[src/rtl/ff_excitation_gen.sv]
// ff_excitation_gen: derives SR/JK/T/D excitation for a target Q sequence and self-checks four flip-flop models
module ff_excitation_gen #(
  parameter int WIDTH  = 8,
  parameter bit INIT_Q = 1'b0
) (
  input  logic                     clk,
  input  logic                     reset,
  input  logic                     load_valid,
  output logic                     load_ready,
  input  logic [WIDTH-1:0]         pattern,
  input  logic                     flt_inj,
  output logic                     S,
  output logic                     R,
  output logic                     J,
  output logic                     K,
  output logic                     T,
  output logic                     D,
  output logic                     Q_sr,
  output logic                     Q_jk,
  output logic                     Q_t,
  output logic                     Q_d,
  output logic                     busy,
  output logic [$clog2(WIDTH)-1:0] bit_idx,
  output logic                     done,
  output logic                     mismatch
);
  localparam int IW = $clog2(WIDTH);
  typedef enum logic [1:0] {IDLE, RUN, DONE} state_t;
  state_t state, state_nx;
  logic [WIDTH-1:0] pat;
  logic q_ref, tgt, last, nx_sr, nx_jk, nx_t, nx_d;
  // state register; reset aborts any run without a done pulse
  always_ff @(posedge clk) state <= !reset ? IDLE : state_nx;
  // next state: accept in IDLE, walk the pattern in RUN, one DONE cycle
  always_comb begin
    last = bit_idx == IW'(WIDTH - 1);
    state_nx = state == IDLE ? (load_valid ? RUN : IDLE) : state == RUN ? (last ? DONE : RUN) : IDLE;
  end
  // outputs: excitation from the reference state, zero outside RUN; hold resolves to 0
  always_comb begin
    busy = state == RUN;
    load_ready = state == IDLE;
    done = state == DONE;
    tgt = pat[bit_idx];
    S = busy & tgt & ~q_ref;
    R = busy & ~tgt & q_ref;
    J = S;
    K = R;
    T = busy & (tgt ^ q_ref);
    D = busy & tgt;
  end
  // characteristic equations of the models; the T model sees the injected fault
  always_comb begin
    nx_sr = S | (~R & Q_sr);
    nx_jk = (J & ~Q_jk) | (~K & Q_jk);
    nx_t = Q_t ^ T ^ flt_inj;
    nx_d = D;
  end
  // datapath: pattern capture, model update, bit walk and sticky mismatch
  always_ff @(posedge clk) begin
    if (!reset) begin
      pat <= '0;
      bit_idx <= '0;
      mismatch <= 1'b0;
      q_ref <= INIT_Q;
      Q_sr <= INIT_Q;
      Q_jk <= INIT_Q;
      Q_t <= INIT_Q;
      Q_d <= INIT_Q;
    end else if (state == IDLE && load_valid) begin
      pat <= pattern;
      bit_idx <= '0;
      mismatch <= 1'b0;
    end else if (state == RUN) begin
      Q_sr <= nx_sr;
      Q_jk <= nx_jk;
      Q_t <= nx_t;
      Q_d <= nx_d;
      q_ref <= tgt;
      bit_idx <= last ? '0 : bit_idx + IW'(1);
      mismatch <= mismatch | (nx_sr != tgt) | (nx_jk != tgt) | (nx_t != tgt) | (nx_d != tgt);
    end
  end
endmodule

[config.mk]
export PLATFORM = sky130hd
export DESIGN_NAME = ff_excitation_gen
export DESIGN_NICKNAME = d
export VERILOG_FILES = /design/src/rtl/ff_excitation_gen.sv
export SDC_FILE = /design/constraint.sdc
export NUM_CORES = 1
export LEC_CHECK = 0
export CAP_MARGIN = 20
export CORE_MARGIN = 4
export CORE_UTILIZATION = 43
export CTS_CLUSTER_SIZE = 25
export DETAILED_ROUTE_END_ITERATION = 16
export HOLD_SLACK_MARGIN = 0.12
export PLACE_DENSITY = 0.74
export SYNTH_ARGS = -nofsm -noshare
export SYNTH_HDL_FRONTEND = slang
export SYNTH_SLANG_ARGS = --single-unit
[constraint.sdc]
create_clock -name clk -period 4.4 [get_ports clk]
set_input_delay 0.88 -clock clk [delete_from_list [all_inputs] [get_ports clk]]
set_output_delay 0.88 -clock clk [all_outputs]
set_load 0.005 [all_outputs]
**After elaboration in Yosys (flattened, before gate mapping)**

Cells that the tools add are included.

- Register bits: 19
- Input port bits: 12
- Output and inout port bits: 17
- Word-level logic and storage cells: 52

- Add/sub/neg operators: 1
- Magnitude comparators: 1
- Eq/ne operators: 7
- Multiplexer cells: 7
- Bitwise gates (word level): 23
- Reductions and logical operators: 4

Operator list:

| operator | number |
|---|---|
| 1-bit AND | 8 |
| 2-bit 2-to-1 mux | 3 |
| 1-bit NOT | 6 |
| 1-bit bitwise OR | 6 |
| 3-bit by 4-bit < comparator with 1-bit output (second input constant) | 1 |
| 1-bit inequality test | 4 |
| 3-bit by 1-bit adder with 3-bit output (second input constant) | 1 |
| 1-bit binary-select mux with 3-bit select | 1 |
| 3-bit == test (second input constant) | 1 |
| 3-bit 2-to-1 mux | 1 |
| 1-bit XOR | 3 |
| 2-bit by 1-bit == test with 1-bit output (second input constant) | 1 |
| 2-bit == test (second input constant) | 1 |
| 2-bit logical NOT | 1 |
| 1-bit 2-to-1 mux | 2 |
| 2-bit AND reduction | 1 |
| 2-bit OR reduction | 1 |
| 1-bit logical AND | 1 |

**Logic depth before layout (Yosys ltp)**

Gate-level depths: netlist of the first run.

- Depth in word-level cells: 13
- Gate-level depth with buffers: 6
- Mapped depth without buffers: 6

**Worst setup path before layout of the first run**

No wires, ideal clock.

- Kind: reg-to-output
- Start point: register bit_idx[2]
- End point: output S
- Arrival time: 1.406 ns
- Slack: 2.114 ns
- Cell stages (with the launch flop): 6
- Buffers on the path: 1
- Cells stage by stage: dfxtp_1 -> mux2i_1 -> a22oi_1 -> nand3_1 -> nor2_1 -> buf_4

- Longest elaborated chain between the ends: 4

Ends and longest elaborated chain:

| item | line | source |
|---|---|---|
| start: declaration | 23 | `output logic [$clog2(WIDTH)-1:0] bit_idx,` |
| start signal: assignment | 80 | `bit_idx <= last ? '0 : bit_idx + IW'(1);` |
| 1-bit binary-select mux with 3-bit select | 44 | `tgt = pat[bit_idx];` |
| 1-bit 2-to-1 mux (implied by the code) | 44 |  |
| 1-bit AND (2 in series) | 45 | `S = busy & tgt & ~q_ref;` |
| end: declaration | 12 | `output logic S,` |

Every way passes these cells. The select of a mux whose other input is x is not followed.

**Final worst setup path of the first run**

- Start point: register bit_idx[2]
- End point: output J

- Longest elaborated chain between the ends: 4

Ends and longest elaborated chain:

| item | line | source |
|---|---|---|
| 1-bit binary-select mux with 3-bit select | 44 |  |
| 1-bit 2-to-1 mux (implied by the code) | 44 |  |
| 1-bit AND (2 in series) | 45 |  |
| end: declaration | 14 | `output logic J,` |

Every way passes these cells. The select of a mux whose other input is x is not followed.

==> results of run 1 <==
worst max path at each step:
stage / start / endpoint / slack, ns / cells past startpoint
4_1_cts: bit_idx[2]$_SDFFE_PP0P_ / J / 1.16 / 5
5_1_grt: bit_idx[2]$_SDFFE_PP0P_ / J / 0.96 / 5
3_5_place_dp: bit_idx[2]$_SDFFE_PP0P_ / J / 1.50 / 5
3_3_place_gp: bit_idx[2]$_SDFFE_PP0P_ / T / 1.62 / 6
2_1_floorplan: bit_idx[2]$_SDFFE_PP0P_ / S / 2.11 / 5
6_report: bit_idx[2]$_SDFFE_PP0P_ / J / 1.14 / 5
registers in the layout, summed over array words and instances (netlist names):
register,count
bit_idx,3
Q_jk,1
Q_sr,1
mismatch,1
Q_d,1
q_ref,1
state,2
Q_t,1
pat,8
layer usage:
metal	track usage [%]	part of all wire [%]
met2	25.00	47
met5	0	0
met1	19.12	46
met4	6.073	0.93
met3	4.290	6.7
cell families after synthesis:
logic type,after synthesis
DFF,19
buffers and inverters,10
muxes,4
and+or+nand+nor,51
adders and majority gates,2
xor gates and xnor gates,2
AOI/OAI and AO/OA,29
worst max-delay path, cell delays in order, from the launching register on:
cell             delay (ns)
dfxtp_1                0.50
mux2i_1                0.13
a22oi_1                0.45
nand3_1                0.29
nor2_1                 0.19
clkdlybuf4s50_1        0.53
cell type report:
cell class | count | area [um2] | area share (%)
Tap cell | 27 | 33.78 | 2.668
Timing Repair Buffer | 28 | 280.3 | 22.13
Multi-Input combinational cell | 88 | 530.5 | 41.90
Clock buffer | 4 | 26.28 | 2.075
Sequential cell | 19 | 380.4 | 30.04
Inverter | 4 | 15.01 | 1.186
cell usage in the layout (no fill, tap or decap):
cell type        Yosys  routed
clkdlybuf4s50_1      0      28
nand2_1             25      25
dfxtp_1             19      19
a21boi_0            10      10
a21oi_1              9       9
nor2_1               8       8
and3_1               5       5
inv_1                4       4
o21a_1               4       4
nand2b_1             3       3
nor2b_1              3       3
mux2i_1              3       3
clkbuf_4             0       3
xor2_1               2       2
nor3_1               2       2
ha_1                 2       2
a22oi_1              1       1
mux2_4               1       1
a2bb2oi_2            1       1
nand3_1              1       1
and2_1               1       1
a221o_1              1       1
o211ai_1             1       1
nand4_1              1       1
o41ai_1              1       1
nor4_1               1       1
o21ba_2              1       1
nor3b_1              1       1
clkbuf_1             4       1
power by group:
part	internal (W)	switching, W	total, W
combinational	0.0000430	0.0000345	0.0000775
sequential	0.000183	0.0000102	0.000193
clock	0.0000352	0.0000489	0.0000841
total	0.000261	0.0000936	0.000355
through the flow:
stage / power [W] / setup slack (ns) / hold WS [ns] / utilization [%] / instances
2_1_floorplan: 0.0002382 / 2.114 / 0.4428 / - / 117
3_3_place_gp: 0.0002735 / 1.616 / 0.4560 / 60.72 / 166
3_5_place_dp: 0.0002751 / 1.502 / 0.4660 / 60.72 / 166
4_1_cts: 0.0003589 / 1.159 / 0.4806 / 62.01 / 170
5_1_grt: 0.0003765 / 0.9632 / 0.4988 / 62.01 / 170
6_report: 0.0003549 / 1.140 / 0.4766 / 62.01 / 170
==> metrics.yaml, run 1 <==
timing:
  fin_setup_tns_ns: 0
  skew_ns: 0.005197
  rsz0062_at_grt: "false"
  period_minus_slack_ns: 3.260
  period_share_pct: 74.09
  fmax_mhz: 306.7
  slew_violations: 0
  setup_viol: 0
  relSlewSlack_pct: 67.03
  hold_viol: 0
  worst_pin_slew_ns: 0.4946
clock_tree:
  clkTransAtPathRegs_ns: 0.10
  insertion_delay_ns: 0.29
  clkSinkCount: 19
  cts_tree: "built"
  cts_buffer_depth: 2
  htreeDepth: 1
  ctsHoldBuffers: 0
  numCtsBuffers: 3
  cts-root-buf: "clkbuf_4"
  postCtsSetupRepairBufs: 0
  cts_resized: 0
synthesis:
  ys_seq_area_share_pct: 39.79
  ys_top_cells_by_area: "dfxtp_1 40%, nand2_1 9.8%, a21boi_0 7.9%, a21oi_1 4.7%, and3_1 3.3%"
  synthArstFlopShare_pct: 0
  yosys-top-cells-count: "25 x nand2_1, 19 x dfxtp_1, 10 x a21boi_0"
  yosys.area.top_type_share_pct: 39.79
  synth_top_family_by_area: "simple AND/OR/NAND/NOR gates"
  syn_avg_cell_area_um2: 8.170
  synth_edf_count: 0
  syn_nets: 131
  syn-instance-count: 117
  synth-main-ff-cell: "dfxtp_1"
  synth_top_area_cell: "dfxtp_1"
  ys_types: 28
  synth_area_um2: 955.9
  synth_compound_area_share_pct: 21.86
  synth_xor_area_share_pct: 1.832
  ys_seq_elements: 19
  synthAdderAreaFrac_pct: 2.618
  yosys.area_share.simple_pct: 24.48
  yosysWarnings: 0
  synthMuxAreaShare_pct: 4.712
  yosysMostFrequentCell: "nand2_1"
worst_hold_path:
  worstHoldStart: "pat[1]$_SDFFE_PN0P_"
  min_to: "pat[1]$_SDFFE_PN0P_"
  hold-path-cell-count: 2
  hold_path.class: "reg -> reg"
status:
  status: "completed"
worst_setup_path:
  r2r_end: "Q_t$_SDFFE_PN0P_"
  rr_worst_depth: 5
  path_class: "reg -> out"
  ff2ff_setup_slack_ns: 2.57
  cp_max_fo: 7
  startpoint_type: "flop"
  timing.rr.start: "bit_idx[0]$_SDFFE_PP0P_"
  endpoint_kind: "primary output"
  arrival_ns: 2.38
  cp.required_ns: 3.52
routing:
  wl_per_cell_um: 12.08
  drc: 0
  first_pass_iters: 4
  routed_wl_mm: 2.054
  ant_nets: 0
  vias_per_cell: 5.153
  via_count: 876
  drt_iter0_markers: 4
place:
  hpwl_mm: 1.569
  place.gp.congestion: 0.7301
  dpl_cell_area_mm2: 0.001240
  io_buffers: 28
global_routing:
  grt_max_degree: 17
  grt_pass1_wl_mm: 3.401
  first_global_vias: 791
  antenna_found_initial: 0
  gr-total-overflow: 0
  track_usage_pct: 15.38
layout:
  syn2layout_area_growth_pct: 32.46
  drive_gt1_share_pct: 4.196
  n_fill_cell: 205
  finalNetCount: 158
  final_cell_area_mm2: 0.001266
  n_antenna_cell: 0
power:
  leakagePower_nw: 0.5050
  pwr_density_cell_mw_per_mm2: 280.3
  peakVddDrop_mv: 0.2166
floorplan:
  core_mm2: 0.002042
  fp-row-count: 16
  io_pins: 29
  fp.dieW_um: 55.15
  die_h_um: 55.15
  start_util_pct: 46.81
  die-area_mm2: 0.003042
run:
  drv_cap: 0
(Power assumes the default switching activity.)
==> inputs of run 2 (changes only) <==
--- a/config.mk
+++ b/config.mk
@@ -7,7 +7,7 @@
 export LEC_CHECK = 0
 export CAP_MARGIN = 20
 export CORE_MARGIN = 4
-export CORE_UTILIZATION = 43
+export CORE_UTILIZATION = 41
 export CTS_CLUSTER_SIZE = 25
 export DETAILED_ROUTE_END_ITERATION = 16
 export HOLD_SLACK_MARGIN = 0.12
==> constraint.sdc (replaced) <==
create_clock -name clk -period 2.6 [get_ports clk]
set_input_delay 0.52 -clock clk [delete_from_list [all_inputs] [get_ports clk]]
set_output_delay 0.52 -clock clk [all_outputs]
set_load 0.005 [all_outputs]
==> run 2 against run 1 <==
- design area rose by 5.2%
- sequential share of layout area shrank 1.0 points
- combinational power is 83% higher
- via count rose by 1.9%
- die area is 4.2% higher
- first-iteration DRC count rose by 100%
- worst hold slack worse by 0.0064 ns
- clock power up 72%
- flip-flop and latch count stayed put
- non-clock buffer count rose by 4
- critical path type unchanged
- largest cell class unchanged
==> metrics.yaml, run 2 (synthesized netlist as in run 1, its figures left out) <==
global_routing:
  top_usage_layer: "met2"
  use_met1_pct: 14.66
  first_global_vias: 836
  gr-usage-met3_pct: 3.678
  grt_pass1_wl_mm: 3.450
  grt_max_degree: 15
  use_met2_pct: 23.71
  antenna_found_initial: 0
  gr-total-overflow: 0
  track_usage_pct: 13.52
floorplan:
  fp.dieW_um: 56.29
  fp-row-count: 17
  die-area_mm2: 0.003168
  io_pins: 29
  core_mm2: 0.002212
  start_util_pct: 43.21
  die_h_um: 56.29
layout:
  final_cell_area_mm2: 0.001333
  finalNetCount: 162
  drive_gt1_share_pct: 11.56
  largest-register: "pat"
  layout_commonest_cell: "clkdlybuf4s50_1"
  reg_top3: "pat: 8 flops, bit_idx: 3 flops, state: 2 flops"
  largest_reg_flops: 8
  n_antenna_cell: 0
  fin_cells: 175
  syn2layout_area_growth_pct: 39.40
  final_cell_mix: "27 x clkdlybuf4s50_1, 24 x nand2_1, 16 x dfxtp_1, 10 x a21boi_0, 9 x a21oi_1"
timing:
  slew_violations: 0
  setup_ws_ns: 0.1006
  worst_pin_slew_ns: 0.4245
  setup_viol: 0
  period_share_pct: 96.13
  fin_setup_tns_ns: 0
  period_minus_slack_ns: 2.499
  fmax_mhz: 400.1
  rsz0062_at_grt: "true"
  skew_ns: 0.001632
  relSlewSlack_pct: 71.66
  hold_viol: 0
worst_setup_path:
  slowest_stage: "clkdlybuf4s50_1"
  crit_start: "bit_idx[0]$_SDFFE_PP0P_"
  endpoint_kind: "primary output"
  worst-path-stages: 5
  cp_max_fo: 7
  cp.required_ns: 2.08
  path_delay_family: "buffers and inverters"
  worstSetupEndpoint: "K"
  crit_buf_inv: 1
  slowest_delay_ns: 0.50
  arrival_ns: 1.98
  startpoint_type: "flop"
  worstPathCellList: "mux2_4, a2bb2oi_4, nand2_2, and3_1, clkdlybuf4s50_1"
  r2r_end: "Q_t$_SDFFE_PN0P_"
  path_class: "reg -> out"
  rr_worst_depth: 6
  ff2ff_setup_slack_ns: 0.87
  timing.rr.start: "bit_idx[2]$_SDFFE_PP0P_"
clock_tree:
  cts_buffer_depth: 2
  cts_tree: "built"
  clkSinkCount: 19
  htreeDepth: 1
  clkTransAtPathRegs_ns: 0.10
  cts-root-buf: "clkbuf_4"
  insertion_delay_ns: 0.29
  numCtsBuffers: 3
worst_hold_path:
  hold_path.class: "reg -> reg"
routing:
  routed_wl_mm: 2.000
  drt_iter0_markers: 8
  vias_per_cell: 5.103
  wl_per_cell_um: 11.43
  drc: 0
  first_pass_iters: 4
  ant_nets: 0
  via_count: 893
run:
  drv_cap: 0
power:
  leakagePower_nw: 0.5476
  pwr_density_cell_mw_per_mm2: 460.3
  peakVddDrop_mv: 0.3105
  power.total_w: 0.0006134
place:
  hpwl_mm: 1.571
  dp_slack_ns: 0.1019
  place.gp.congestion: 0.7407
  io_buffers: 28
  dp.cells: 169
  dpl_cell_area_mm2: 0.001256
status:
  status: "completed"
## run 2: changes by cell type in the layout (fill, tap and decap cells not counted), sizes merged
cell,delta
buf,+4
clkdlybuf4s50,-1
dlymetal6s2s,+1
## run 2: metrics by stage
step	hold WS, ns	util [%]
2_1_floorplan	0.4428	-
3_3_place_gp	0.4564	56.79
3_5_place_dp	0.4593	56.79
4_1_cts	0.4732	58.37
5_1_grt	0.5034	60.24
6_report	0.4702	60.24
## run 2: power by group
group / internal [W] / total (W) / switching, W / leakage, nW
clock network: 0.0000598 / 0.000145 / 0.0000857 / 0.0150
logic: 0.0000806 / 0.000142 / 0.0000617 / 0.376
registers: 0.000309 / 0.000326 / 0.0000162 / 0.157
## run 2: worst min path at each step
stage                             start                   to  depth (start not counted)
global route        pat[7]$_SDFFE_PN0P_  pat[7]$_SDFFE_PN0P_                          2
floorplan           pat[0]$_SDFFE_PN0P_  pat[0]$_SDFFE_PN0P_                          2
CTS                 pat[6]$_SDFFE_PN0P_  pat[6]$_SDFFE_PN0P_                          2
finish              pat[0]$_SDFFE_PN0P_  pat[0]$_SDFFE_PN0P_                          2
detailed placement  pat[6]$_SDFFE_PN0P_  pat[6]$_SDFFE_PN0P_                          2
global placement    pat[6]$_SDFFE_PN0P_  pat[6]$_SDFFE_PN0P_                          2
## run 2: tightest hold or removal path, cell delays in order (launching register included)
cell	delay, ns
dfxtp_1	0.32
nand2_1	0.05
a21boi_0	0.06
## run 2: what timing repair did
action | in CTS | in global routing
buffers inserted | 0 | 2
pin swaps | 0 | 3
resized for setup | 4 | 6
hold endpoints to repair | 0 | 0
hold buffers | 0 | 0
setup endpoints to repair | 6 | 6
## run 2: layer usage
layer | part of all wire [%] | wire (um)
met5 | 0 | 0
met4 | 2.2 | 44
met3 | 9.8 | 195
met2 | 48 | 951
met1 | 40 | 809
## run 2: layout make-up
cell class | instances | area (um2)
fill | 219 | 879.6
multi-input combinational | 88 | 556.8
sequential | 19 | 386.6
timing repair buffer | 32 | 312.8
tap | 28 | 35.03
clock buffer | 4 | 26.28
inverter | 4 | 15.01
